==> src/rtl/display_pkg.sv <==
// Shared definitions for the multiplexed hex display: register select
// encoding, CTRL bit layout and the active-low 7-segment glyph table.
// Latency: n/a (types and constants only). Backpressure: n/a.
package display_pkg;

  // Register select seen on the bus reg_sel line.
  typedef enum logic {
    REG_DATA = 1'b0,
    REG_CTRL = 1'b1
  } reg_sel_e;

  // CTRL register bit positions.
  localparam int EN_BIT  = 0;
  localparam int LZB_BIT = 1;
  localparam int DP_LSB  = 8;

  // Stored CTRL fields; every other CTRL bit is not stored and reads 0.
  typedef struct packed {
    logic [7:0] dp;   // per-digit decimal point enables
    logic       lzb;  // leading-zero blanking
    logic       en;   // display enable
  } ctrl_t;

  localparam ctrl_t CTRL_RST = '{dp: 8'h00, lzb: 1'b0, en: 1'b1};

  // Active-low glyphs for 0..F; bit7 is the (unlit) DP position, bits 6:0 are G..A.
  localparam logic [15:0][7:0] SEG_TABLE = {
    8'h8E, 8'h86, 8'hA1, 8'hC6, 8'h83, 8'h88, 8'h90, 8'h80,
    8'hF8, 8'h82, 8'h92, 8'h99, 8'hB0, 8'hA4, 8'hF9, 8'hC0
  };

  // Place the stored CTRL fields at their architectural bit positions.
  function automatic logic [31:0] ctrl_readback(input ctrl_t c);
    logic [31:0] r;
    r               = '0;
    r[EN_BIT]       = c.en;
    r[LZB_BIT]      = c.lzb;
    r[DP_LSB +: 8]  = c.dp;
    return r;
  endfunction

endpackage

==> src/rtl/hex_display_mux_if.sv <==
// Register bus between the bridge digit port and the hex display.
// Ports: we (write strobe), reg_sel (DATA/CTRL), wdata (32b), rdata (32b read-back).
// Latency: rdata is combinational; writes take effect at the next clock edge; no stalls.
interface hex_display_mux_if;
  logic        we;
  logic        reg_sel;
  logic [31:0] wdata;
  logic [31:0] rdata;

  // Bridge side drives the strobe and write data, samples read-back.
  modport master (output we, output reg_sel, output wdata, input rdata);
  // Display side.
  modport slave  (input we, input reg_sel, input wdata, output rdata);
endinterface

==> src/rtl/seg7_decode.sv <==
// Nibble to active-low 7-segment lookup (A in bit 0 .. G in bit 6).
// Ports: nib (4b hex value in), seg (7b active-low segments out).
// Latency: purely combinational. Backpressure: none.
module seg7_decode
  import display_pkg::*;
(
  input  logic [3:0] nib,
  output logic [6:0] seg
);

  // DP lives in bit 7 of the table and is handled by the caller.
  assign seg = SEG_TABLE[nib][6:0];

endmodule

==> src/rtl/hex_display_mux.sv <==
// Multiplexed common-anode hex display with bus-writable DATA and CTRL registers.
// Ports: clk, rst (sync, active high), bus (slave register port),
//        dig_en (active-low digit enables), seg (active-low segments, seg[7]=DP).
// Latency: dig_en/seg registered, 1 cycle after an idx change or register write;
// writes always accepted, no backpressure.
module hex_display_mux
  import display_pkg::*;
#(
  parameter int NUM_DIGITS = 8,     // 1..8
  parameter int SCAN_DIV   = 50000  // clk cycles per digit slot, >= 2
) (
  input  logic                  clk,
  input  logic                  rst,
  hex_display_mux_if.slave      bus,
  output logic [NUM_DIGITS-1:0] dig_en,
  output logic [7:0]            seg
);

  localparam int PW = $clog2(SCAN_DIV);

  // Registers
  logic [31:0]           data_q;
  ctrl_t                 ctrl_q;
  logic [PW-1:0]         psc_q, psc_d;
  logic [2:0]            idx_q, idx_d;
  logic [NUM_DIGITS-1:0] dig_en_q, dig_en_d;
  logic [7:0]            seg_q, seg_d;

  // Combinational helpers
  logic                  tick;
  logic [NUM_DIGITS-1:0] blank;
  logic                  tail_zero;
  logic [3:0]            nib_sel;
  logic                  blank_sel;
  logic                  dp_sel;
  logic [6:0]            seg_raw;

  // ---------------------------------------------------------------------------
  // Bus registers
  // ---------------------------------------------------------------------------
  always_ff @(posedge clk) begin
    if (rst) begin
      data_q <= '0;
      ctrl_q <= CTRL_RST;
    end else if (bus.we) begin
      if (bus.reg_sel == REG_CTRL) begin
        ctrl_q.en  <= bus.wdata[EN_BIT];
        ctrl_q.lzb <= bus.wdata[LZB_BIT];
        ctrl_q.dp  <= bus.wdata[DP_LSB +: 8];
      end else begin
        data_q <= bus.wdata;
      end
    end
  end

  // Read-back reflects whatever the last edge stored.
  assign bus.rdata = (bus.reg_sel == REG_CTRL) ? ctrl_readback(ctrl_q) : data_q;

  // ---------------------------------------------------------------------------
  // Prescaler and digit index
  // ---------------------------------------------------------------------------
  assign tick = (psc_q == PW'(SCAN_DIV - 1));

  always_comb begin
    psc_d = psc_q;
    idx_d = idx_q;
    if (!ctrl_q.en) begin
      // Parked at digit 0 so re-enabling starts a fresh, full slot.
      psc_d = '0;
      idx_d = '0;
    end else if (tick) begin
      psc_d = '0;
      idx_d = (idx_q == 3'(NUM_DIGITS - 1)) ? 3'd0 : idx_q + 3'd1;
    end else begin
      psc_d = psc_q + PW'(1);
    end
  end

  always_ff @(posedge clk) begin
    if (rst) begin
      psc_q <= '0;
      idx_q <= '0;
    end else begin
      psc_q <= psc_d;
      idx_q <= idx_d;
    end
  end

  // ---------------------------------------------------------------------------
  // Leading-zero blanking
  // Walk from the top digit down: a digit is a leading zero while every nibble
  // from it upwards is zero. A lit DP keeps the digit visible; digit 0 always shows.
  // ---------------------------------------------------------------------------
  always_comb begin
    blank     = '0;
    tail_zero = 1'b1;
    for (int i = NUM_DIGITS - 1; i >= 0; i--) begin
      tail_zero = tail_zero & (data_q[4*i +: 4] == 4'h0);
      blank[i]  = ctrl_q.lzb & tail_zero & ~ctrl_q.dp[i] & (i != 0);
    end
  end

  // ---------------------------------------------------------------------------
  // Current-digit selection
  // ---------------------------------------------------------------------------
  always_comb begin
    nib_sel   = 4'h0;
    blank_sel = 1'b0;
    dp_sel    = 1'b0;
    for (int i = 0; i < NUM_DIGITS; i++) begin
      if (idx_q == 3'(i)) begin
        nib_sel   = data_q[4*i +: 4];
        blank_sel = blank[i];
        dp_sel    = ctrl_q.dp[i];
      end
    end
  end

  seg7_decode u_seg7_decode (
    .nib (nib_sel),
    .seg (seg_raw)
  );

  // ---------------------------------------------------------------------------
  // Output drive: one digit low at a time; disabled or blanked slots drive
  // everything off but still consume the slot time.
  // ---------------------------------------------------------------------------
  always_comb begin
    dig_en_d = '1;
    seg_d    = 8'hFF;
    if (ctrl_q.en && !blank_sel) begin
      for (int i = 0; i < NUM_DIGITS; i++) begin
        if (idx_q == 3'(i)) begin
          dig_en_d[i] = 1'b0;
        end
      end
      seg_d = {~dp_sel, seg_raw};
    end
  end

  always_ff @(posedge clk) begin
    if (rst) begin
      dig_en_q <= '1;
      seg_q    <= 8'hFF;
    end else begin
      dig_en_q <= dig_en_d;
      seg_q    <= seg_d;
    end
  end

  assign dig_en = dig_en_q;
  assign seg    = seg_q;

endmodule

==> src/flat_wrapper.sv <==
// flat-port wrapper written by rule: the top's interface ports become plain ports
module hex_display_mux_flat import display_pkg::*;
#(
  parameter int NUM_DIGITS = 8,            
  parameter int SCAN_DIV   = 50000                                    
)
  (clk, rst, dig_en, seg, bus_we, bus_reg_sel, bus_wdata, bus_rdata);
  hex_display_mux_if bus_i ();
  input  logic clk;
  input  logic rst;
  output logic [NUM_DIGITS-1:0] dig_en;
  output logic [7:0] seg;
  input wire logic [$bits(bus_i.we)-1:0] bus_we;
  input wire logic [$bits(bus_i.reg_sel)-1:0] bus_reg_sel;
  input wire logic [$bits(bus_i.wdata)-1:0] bus_wdata;
  output wire logic [$bits(bus_i.rdata)-1:0] bus_rdata;
  assign bus_i.we = bus_we;
  assign bus_i.reg_sel = bus_reg_sel;
  assign bus_i.wdata = bus_wdata;
  assign bus_rdata = bus_i.rdata;
  hex_display_mux #(.NUM_DIGITS(NUM_DIGITS), .SCAN_DIV(SCAN_DIV)) u_core (.clk(clk), .rst(rst), .bus(bus_i), .dig_en(dig_en), .seg(seg));
endmodule
==> config.mk <==
export PLATFORM = sky130hd
export DESIGN_NAME = hex_display_mux_flat
export DESIGN_NICKNAME = d
export VERILOG_FILES = /design/src/rtl/display_pkg.sv /design/src/rtl/hex_display_mux_if.sv /design/src/rtl/seg7_decode.sv /design/src/rtl/hex_display_mux.sv /design/src/flat_wrapper.sv
export SDC_FILE = /design/constraint.sdc
export NUM_CORES = 1
export LEC_CHECK = 0
export BUFFER_PORTS_ARGS = -buffer_cell sky130_fd_sc_hd__buf_2
export CORE_AREA = 2 2 85 87
export DETAILED_ROUTE_END_ITERATION = 12
export DIE_AREA = 0 0 87 89
export PLACE_DENSITY = 0.82
export SKIP_CTS_REPAIR_TIMING = 1
export SLEW_MARGIN = 20
export SYNTH_ARGS = -nofsm -noshare
export SYNTH_HDL_FRONTEND = slang
export SYNTH_SLANG_ARGS = --single-unit
==> constraint.sdc <==
create_clock -name clk -period 7.1 [get_ports clk]
set_input_delay 0 -clock clk [delete_from_list [all_inputs] [get_ports clk]]
set_output_delay 0 -clock clk [all_outputs]
set_load 0.03 [all_outputs]
Word-level counts from Yosys, hierarchy flattened
Memories as Yosys holds them, arrays and structs flattened. A register that Yosys moved wholly into a read port is not among the register bits. Index checks and enable logic that the tools add are counted.

Flip-flop bits (word level): 77. Memory bits (read-only): 128. Input port bits: 36. Output and inout port bits: 48. Memories: 1.

Add/sub/neg operators: 2. Order comparisons: 1. Equality and inequality tests: 8. Mux-type cells: 34. Bitwise operators: 31. Reduce and logical (&&, ||, !) cells: 15.

Memory list: (name not given) (words 16, width 8, read ports 1, clocked after memory_dff 1, wr ports 0, RTL line seg7_decode.sv:12) `assign seg = SEG_TABLE[nib][6:0];`.

Operator list (number): $mux 32 (1); $mux 4 (8); $logic_not 4->1 (7); $mux 1 (23); $and 1x1->1 (20); $add 16x1->16 const B (1); $eq 16x16->1 const B (1); $eq 3x3->1 const B (4); $not 1->1 (11); $mux 7 (1); $eq 3x2->1 const B (2); $lt 4x5->1 const B (1); $reduce_and 2->1 (2); $reduce_or 2->1 (2); $add 3x1->3 const B (1); $eq 3x1->1 const B (1); $logic_not 3->1 (1); $mux 3 (1); $reduce_or 3->1 (1); $logic_and 1x1->1 (1); $logic_not 1->1 (1).

Longest topological paths before layout
Gate-level depths: netlist (run 1).

Depth in word-level cells: 20. Gate-level depth with buffers: 15.

Hierarchy
From an unflattened synthesis (run 1), not the netlist that was laid out.

Cell total of the unflattened synthesis: 487. Area, all modules: 3848.7 um^2.

Modules (own cells, without submodules): hex_display_mux (instances 1, cells an instance 455, area each 3573.4 um^2); seg7_decode (instances 1, cells an instance 32, area each 275.3 um^2).

Least setup slack after synthesis (run 1)
Ideal clock, no wire load.

Path type: register -> register. Start point: register u_core.idx_q[2]. End point: register u_core.seg_q[3], in the netlist u_core.seg[3]. Setup time: 131 ps. Arrival time: 2387 ps. Slack: 4582 ps. Stages on the path, launching flop included: 13. Buffers on the path: 1. Cells stage by stage: dfxtp_1 -> inv_2 -> ha_1 -> buf_2 -> or2_4 -> a221oi_1 -> o22ai_1 -> a21oi_2 -> inv_1 -> ha_1 -> mux2_1 -> nor2_1 -> o21ai_1.

Longest elaborated chain between the ends: 12. Elaborated cells between the ends (all ways): 27.

Ends and longest elaborated chain: start, declared (RTL line hex_display_mux.sv:25) `logic [2:0] idx_q, idx_d;`; start signal, assigned (RTL line hex_display_mux.sv:85) `idx_q <= idx_d;`; $eq 3x1->1 (RTL line hex_display_mux.sv:111) `if (idx_q == 3'(i)) begin`; $mux 1 (7 in series) (RTL line hex_display_mux.sv:111); $logic_not 1->1 (RTL line hex_display_mux.sv:131) `if (ctrl_q.en && !blank_sel) begin`; $logic_and 1x1->1 (RTL line hex_display_mux.sv:131); $not 1->1 (no source line); $reduce_or 2->1 (no source line); end, declared (RTL line hex_display_mux.sv:27) `logic [7:0] seg_q, seg_d;`.

Parallel ways exist; a longest one is shown, timed or not. A chain may end at the register's enable or synchronous reset.

Worst setup path after layout (run 1)
Same ends and word-level chain as after synthesis.

==> flow_metrics.py, run 1 <==
metrics = {
    "critical_path": {
        "startpoint_type": "register",
        "crit_required_ns": 7.29,
        "crit_fanout": 17,
        "crit_top_cell": "ha_1",
        "end_kind": "register",
        "crit_buf_inv": 1,
        "crit_family": "adder cells",
        "crit_type": "register to register",
        "path_cells": "inv_2, ha_1, or2_4, a221oi_1, o22ai_1, nand2_1, o21ai_0, ha_1, mux2_1, nor2_1, o21ai_1",
        "slowest_stage": "dfxtp_1",
        "arrival_ns": 3.44,
        "cpPeakStageDelay_ns": 0.71,
    },
    "routing": {
        "viasPerCell": 5.48,
        "drt_iter0_drc": 227,
        "avgRoutedWirePerCell_um": 14.6,
        "num_vias": 3680,
        "drt_pre_antenna_iters": 5,
        "ant_nets": 0,
        "drc": 0,
        "wirelength_mm": 9.82,
    },
    "yosys": {
        "yosys_register_bits": 77,
        "ys_warn_count": 0,
        "synth_nets": 539,
        "yosysSeqAreaShare_pct": 40.5,
        "syn_avg_cell_area_sq_um": 7.77,
        "synthArstFlopShare_pct": 0,
        "syn_inst": 490,
        "synth_edf_count": 0,
        "synthFlopType": "dfxtp_1",
        "yosysUniqueCellTypes": 57,
        "syn-cell-area_sq_um": 3810,
    },
    "power": {
        "ir_drop_mv": 0.129,
        "leakage_nw": 1.96,
        "power-per-cell-area_nw_per_um2": 210,
    },
    "sta": {
        "post-route-period-util_pct": 45.8,
        "fmax_mhz": 308,
        "slew_violations": 0,
        "finalClockSkew_ns": 0.00633,
        "max_slew_margin_pct": 33.6,
        "fin_crit_ns": 3.25,
        "fin_ws_ns": 3.85,
        "finalHoldViolCount": 0,
        "fin_tns_setup_ns": 0,
        "worst_pin_slew_ns": 0.994,
        "setup-violations-final": 0,
        "rsz0062_at_grt": "false",
    },
    "place": {
        "portBuffers": 83,
        "dpl.hpwl_mm": 6.55,
        "globalplace.congestion": 0.984,
        "place_ws_ns": 3.95,
    },
    "floorplanning": {
        "initial_core_util_pct": 56.7,
        "rows": 30,
        "die-width_um": 87,
        "core_sq_um": 6720,
        "die_area_sq_um": 7740,
        "die_y_um": 89,
        "ios": 84,
    },
    "global_routing": {
        "grt_start_max_net_pins": 45,
        "track_usage_pct": 24.4,
        "grt_pass1_wl_mm": 15.0,
        "grt_pass1_vias": 3234,
        "antenna_found_initial": 0,
        "grt_overflow": 0,
    },
    "clock_network": {
        "clkTransAtPathRegs_ns": 0.07,
        "clockRootBuffer": "clkbuf_8",
        "clk_path_buf_depth": 2,
        "htree_levels": 3,
        "cts_buffers": 9,
        "cts_tree": "yes",
        "cts_num_sinks": 77,
        "insertion_delay_ns": 0.34,
    },
    "layout": {
        "area_growth_pct": 25.2,
        "multi_input_area_sq_um": 2060,
        "ff_latch_area_sq_um": 1540,
        "fillers": 545,
        "drive_above_1_share_pct": 19.6,
        "fin_nets": 636,
        "antenna_cells": 0,
    },
    "worst_hold_path": {
        "hold_path.class": "primary input to register",
    },
    "outcome": {
        "status": "finished clean",
    },
    "job": {
        "maxCapViolations": 0,
    },
}
final timing paths:
path,start,end,slack (ns),depth (start not counted)
worst max-delay path,u_core.idx_q[2],u_core.seg[3],3.85,11
worst min-delay path,bus_we,u_core.data_q[11],0.21,4
worst max register to register,u_core.idx_q[2],u_core.seg[3],3.85,11
worst min register to register,u_core.psc_q[0],u_core.psc_q[0],0.46,1
layer usage:
| layer | track usage [%] | part of all wire [%] | vias to the layer above |
|---|---|---|---|
| met1 | 31.9 | 43 | 1685 |
| met3 | 3.79 | 5.3 | 24 |
| met4 | 10.8 | 2.8 | 0 |
| li1 | - | - | 1848 |
| met2 | 39.9 | 49 | 123 |
| met5 | 0 | 0 | - |
through the flow:
step           cells  utilization, %  power, W  hold WS (ns)  instance area, sq um
3_3_place_gp     624            62.2  0.000578         0.241                  4180
3_5_place_dp     624            62.3  0.000581         0.244                  4190
2_1_floorplan    490               -  0.000545         0.124                  3810
5_1_grt          672            71.0   0.00104         0.238                  4770
6_report         672            71.0   0.00100         0.212                  4770
4_1_cts          640            66.2  0.000990        -0.123                  4450
cells in the final DEF, fill, tap and decap left out, types with 3 or more instances in the layout:
master         instances
a21oi_1               62
and3_1                 6
buf_2                 83
bufinv_16              3
clkbuf_8              12
dfxtp_1               77
dlygate4sd3_1         32
ha_1                  13
inv_1                 17
mux2_2                 7
nand2_1              119
nand2b_1               5
nand3_1                9
nand3b_1               5
nand4_1                4
nor2_1                33
nor2b_1               21
nor3_1                 3
nor4_1                 3
o211ai_1               4
o21ai_0                7
o21ai_1                4
o22ai_1                4
or4_1                  3
xnor2_1                6
xor2_1                 8
flip-flops by register name (all words and copies together), names as in the netlist:
register	cells
u_core.dig_en	8
u_core.data_q	32
u_core.idx_q	3
u_core.seg	8
u_core.psc_q	16
u_core.ctrl_q	10
tightest hold or removal path, cell delays in order:
cell	delay (ns)
buf_2	0.12
nor2b_4	0.23
nand2_1	0.10
a21oi_1	0.05
Yosys cell counts, types with 4 or more instances:
| cell | number | area (sq um) |
|---|---|---|
| a21oi_1 | 62 | 310 |
| and3_1 | 6 | 37.5 |
| buf_2 | 5 | 25.0 |
| clkbuf_1 | 19 | 71.3 |
| dfxtp_1 | 77 | 1540 |
| ha_1 | 13 | 163 |
| inv_1 | 17 | 63.8 |
| mux2_2 | 7 | 78.8 |
| nand2_1 | 119 | 447 |
| nand2b_1 | 6 | 37.5 |
| nand3_1 | 9 | 45.0 |
| nand3b_1 | 5 | 37.5 |
| nand4_1 | 4 | 25.0 |
| nor2_1 | 33 | 124 |
| nor2b_1 | 22 | 138 |
| o211ai_1 | 4 | 30.0 |
| o21ai_0 | 7 | 35.0 |
| o21ai_1 | 4 | 20.0 |
| o22ai_1 | 4 | 25.0 |
| xnor2_1 | 6 | 52.6 |
| xor2_1 | 8 | 70.1 |
layout make-up:
type,count,share of cell area [%]
Clock buffer,13,3.54
Clock inverter,3,1.89
Inverter,18,1.42
Multi-Input combinational cell,366,43.3
Sequential cell,77,32.3
Tap cell,80,2.10
Timing Repair Buffer,115,15.4
power breakdown:
part / switching, W / leakage, nW / internal (W)
combinational: 0.0000754 / 1.20 / 0.0000500
clock: 0.000152 / 0.130 / 0.000263
sequential: 0.0000127 / 0.629 / 0.000448
total: 0.000240 / 1.96 / 0.000761
cell families (layout without fill, tap and decap cells):
family,after synthesis,after routing,share of synthesized area [%]
XOR/XNOR,14,14,3.22
buffers and inverters,47,149,5.58
AO/OA/AOI/OAI,104,104,16.4
flip-flops,77,77,40.5
AND/OR/NAND/NOR,226,226,27.4
adder cells (fa/ha/maj),13,13,4.27
multiplexers,9,9,2.63
(Power assumes the default switching activity.)
==> run 2: changes to the inputs <==
CORE_AREA = 2 2 92 94   (was 2 2 85 87)
DIE_AREA = 0 0 94 96   (was 0 0 87 89)
PLACE_DENSITY = 0.74   (was 0.82)
clock period = 2.7 ns   (was 7.1 ns; I/O delays follow)
==> run 2 against run 1 <==
  * Flip-flop and latch count unchanged
  * Maximum frequency up 25%
  * Via count up 2.5%
  * Largest power group unchanged
==> flow_metrics.py, run 2 (same netlist as run 1, synthesis figures left out) <==
metrics = {
    "outcome": {
        "status": "finished clean",
    },
    "critical_path": {
        "startpoint_type": "register",
        "crit_fanout": 5,
        "crit_type": "register to register",
        "crit_required_ns": 2.90,
        "arrival_ns": 2.79,
        "end_kind": "register",
        "worst_r2r_path_depth": 11,
    },
    "layout": {
        "antenna_cells": 0,
        "fin_nets": 650,
        "largest_reg_flops": 32,
        "fillers": 707,
        "area_growth_pct": 27.6,
        "top_register": "u_core.data_q",
        "final_cell_mix": "nand2_1, buf_2, dfxtp_1",
        "drive_above_1_share_pct": 22.4,
        "reg_top3": "u_core.data_q x32, u_core.psc_q x16, u_core.ctrl_q x10",
        "fin_cells": 711,
        "mostFrequentLayoutCell": "nand2_1",
    },
    "sta": {
        "fin_crit_ns": 2.59,
        "rsz0062_at_grt": "false",
        "max_slew_margin_pct": 53.3,
        "post-route-period-util_pct": 95.9,
        "finalClockSkew_ns": 0.0109,
        "slew_violations": 0,
        "setup-violations-final": 0,
        "finalHoldViolCount": 0,
        "worst_pin_slew_ns": 0.700,
        "fmax_mhz": 386,
        "whs_ns": 0.0767,
    },
    "floorplanning": {
        "die_area_sq_um": 9020,
        "rows": 33,
        "core_sq_um": 8050,
        "ios": 84,
        "initial_core_util_pct": 47.3,
        "die-width_um": 94,
        "die_y_um": 96,
    },
    "clock_network": {
        "cts_num_sinks": 77,
        "clk_path_buf_depth": 2,
        "htree_levels": 3,
        "clockRootBuffer": "clkbuf_8",
        "cts_buffers": 9,
        "insertion_delay_ns": 0.34,
        "clkTransAtPathRegs_ns": 0.08,
        "cts_tree": "yes",
    },
    "place": {
        "dpl.hpwl_mm": 6.92,
        "portBuffers": 83,
        "globalplace.congestion": 0.886,
        "dpl.cell_count": 663,
    },
    "routing": {
        "viasPerCell": 5.31,
        "ant_nets": 0,
        "num_vias": 3772,
        "drt_pre_antenna_iters": 5,
        "drt_iter0_drc": 190,
        "drc": 0,
        "avgRoutedWirePerCell_um": 14.4,
        "wirelength_mm": 10.2,
    },
    "power": {
        "p_clk_share_pct": 35.5,
        "intPower_w": 0.00175,
        "combPwrFrac_pct": 13.9,
        "p_sw_share_pct": 27.1,
        "power_frac_seq_pct": 50.6,
        "power-per-cell-area_nw_per_um2": 494,
        "ir_drop_mv": 0.295,
        "switchingPower_w": 0.000649,
        "leakage_nw": 1.99,
    },
    "global_routing": {
        "grt_start_max_net_pins": 44,
        "antenna_found_initial": 0,
        "grt_pass1_vias": 3341,
        "grt_overflow": 0,
        "track_usage_pct": 21.3,
        "grt_pass1_wl_mm": 15.3,
    },
    "worst_hold_path": {
        "hold_depth": 3,
        "hold_path.class": "primary input to register",
    },
    "job": {
        "maxCapViolations": 0,
    },
}
run 2: worst paths after layout:
| check | startpoint | slack (ns) | endpoint |
|---|---|---|---|
| worst max-delay path | u_core.idx_q[0] | 0.11 | u_core.seg[3] |
| worst min-delay path | rst | 0.08 | u_core.idx_q[2] |
| worst max register to register | u_core.idx_q[0] | 0.11 | u_core.seg[3] |
| worst min register to register | u_core.psc_q[0] | 0.45 | u_core.psc_q[0] |
run 2: power groups by stage:
stage / clock [W] / sequential [W] / combinational [W]
after global routing: 0.000915 / 0.00122 / 0.000365
after CTS: 0.000866 / 0.00121 / 0.000295
final: 0.000851 / 0.00121 / 0.000334
after floorplan: 0 / 0.00125 / 0.000183
after global placement: 0 / 0.00124 / 0.000290
after detailed placement: 0 / 0.00124 / 0.000294
run 2: stage by stage:
step / power (W) / setup TNS (ns) / utilization (%) / worst slack, ns / instance area, sq um
final: 0.00240 / 0 / 60.4 / 0.110 / 4860
after global routing: 0.00250 / 0 / 60.4 / 0.00325 / 4860
after CTS: 0.00237 / -0.0507 / 56.1 / -0.0507 / 4520
after detailed placement: 0.00153 / -0.0377 / 53.6 / -0.0377 / 4320
after global placement: 0.00153 / 0 / 53.6 / 0.0552 / 4320
after floorplan: 0.00143 / 0 / - / 0.182 / 3810
run 2: worst max-delay path, cell delays in order (launching register included):
cell and delay [ns]:
dfxtp_1 0.36, ha_1 0.24, ha_1 0.21, or2_4 0.26, a221oi_1 0.33, o22ai_1 0.14, nand2_1 0.09, o21ai_2 0.08
ha_1 0.25, mux2_1 0.30, nor2_1 0.11, o21ai_1 0.08
run 2: metal layers:
| metal | vias to the layer above | part of all wire [%] | global-route usage, % |
|---|---|---|---|
| li1 | 1865 | - | - |
| met2 | 117 | 48 | 35.1 |
| met5 | - | 0 | 0 |
| met1 | 1765 | 44 | 27.6 |
| met3 | 25 | 4.7 | 3.68 |
| met4 | 0 | 2.7 | 9.54 |
run 2: final cells by class:
cell class                 instances  area, sq um  share of cell area [%]
sequential                        77         1540                    31.7
multi-input combinational        366         2080                    42.8
clock inverter                     2         15.0                   0.309
tap                              105          131                    2.70
clock buffer                      14          183                    3.76
timing repair buffer             129          841                    17.3
inverter                          18         67.6                    1.39
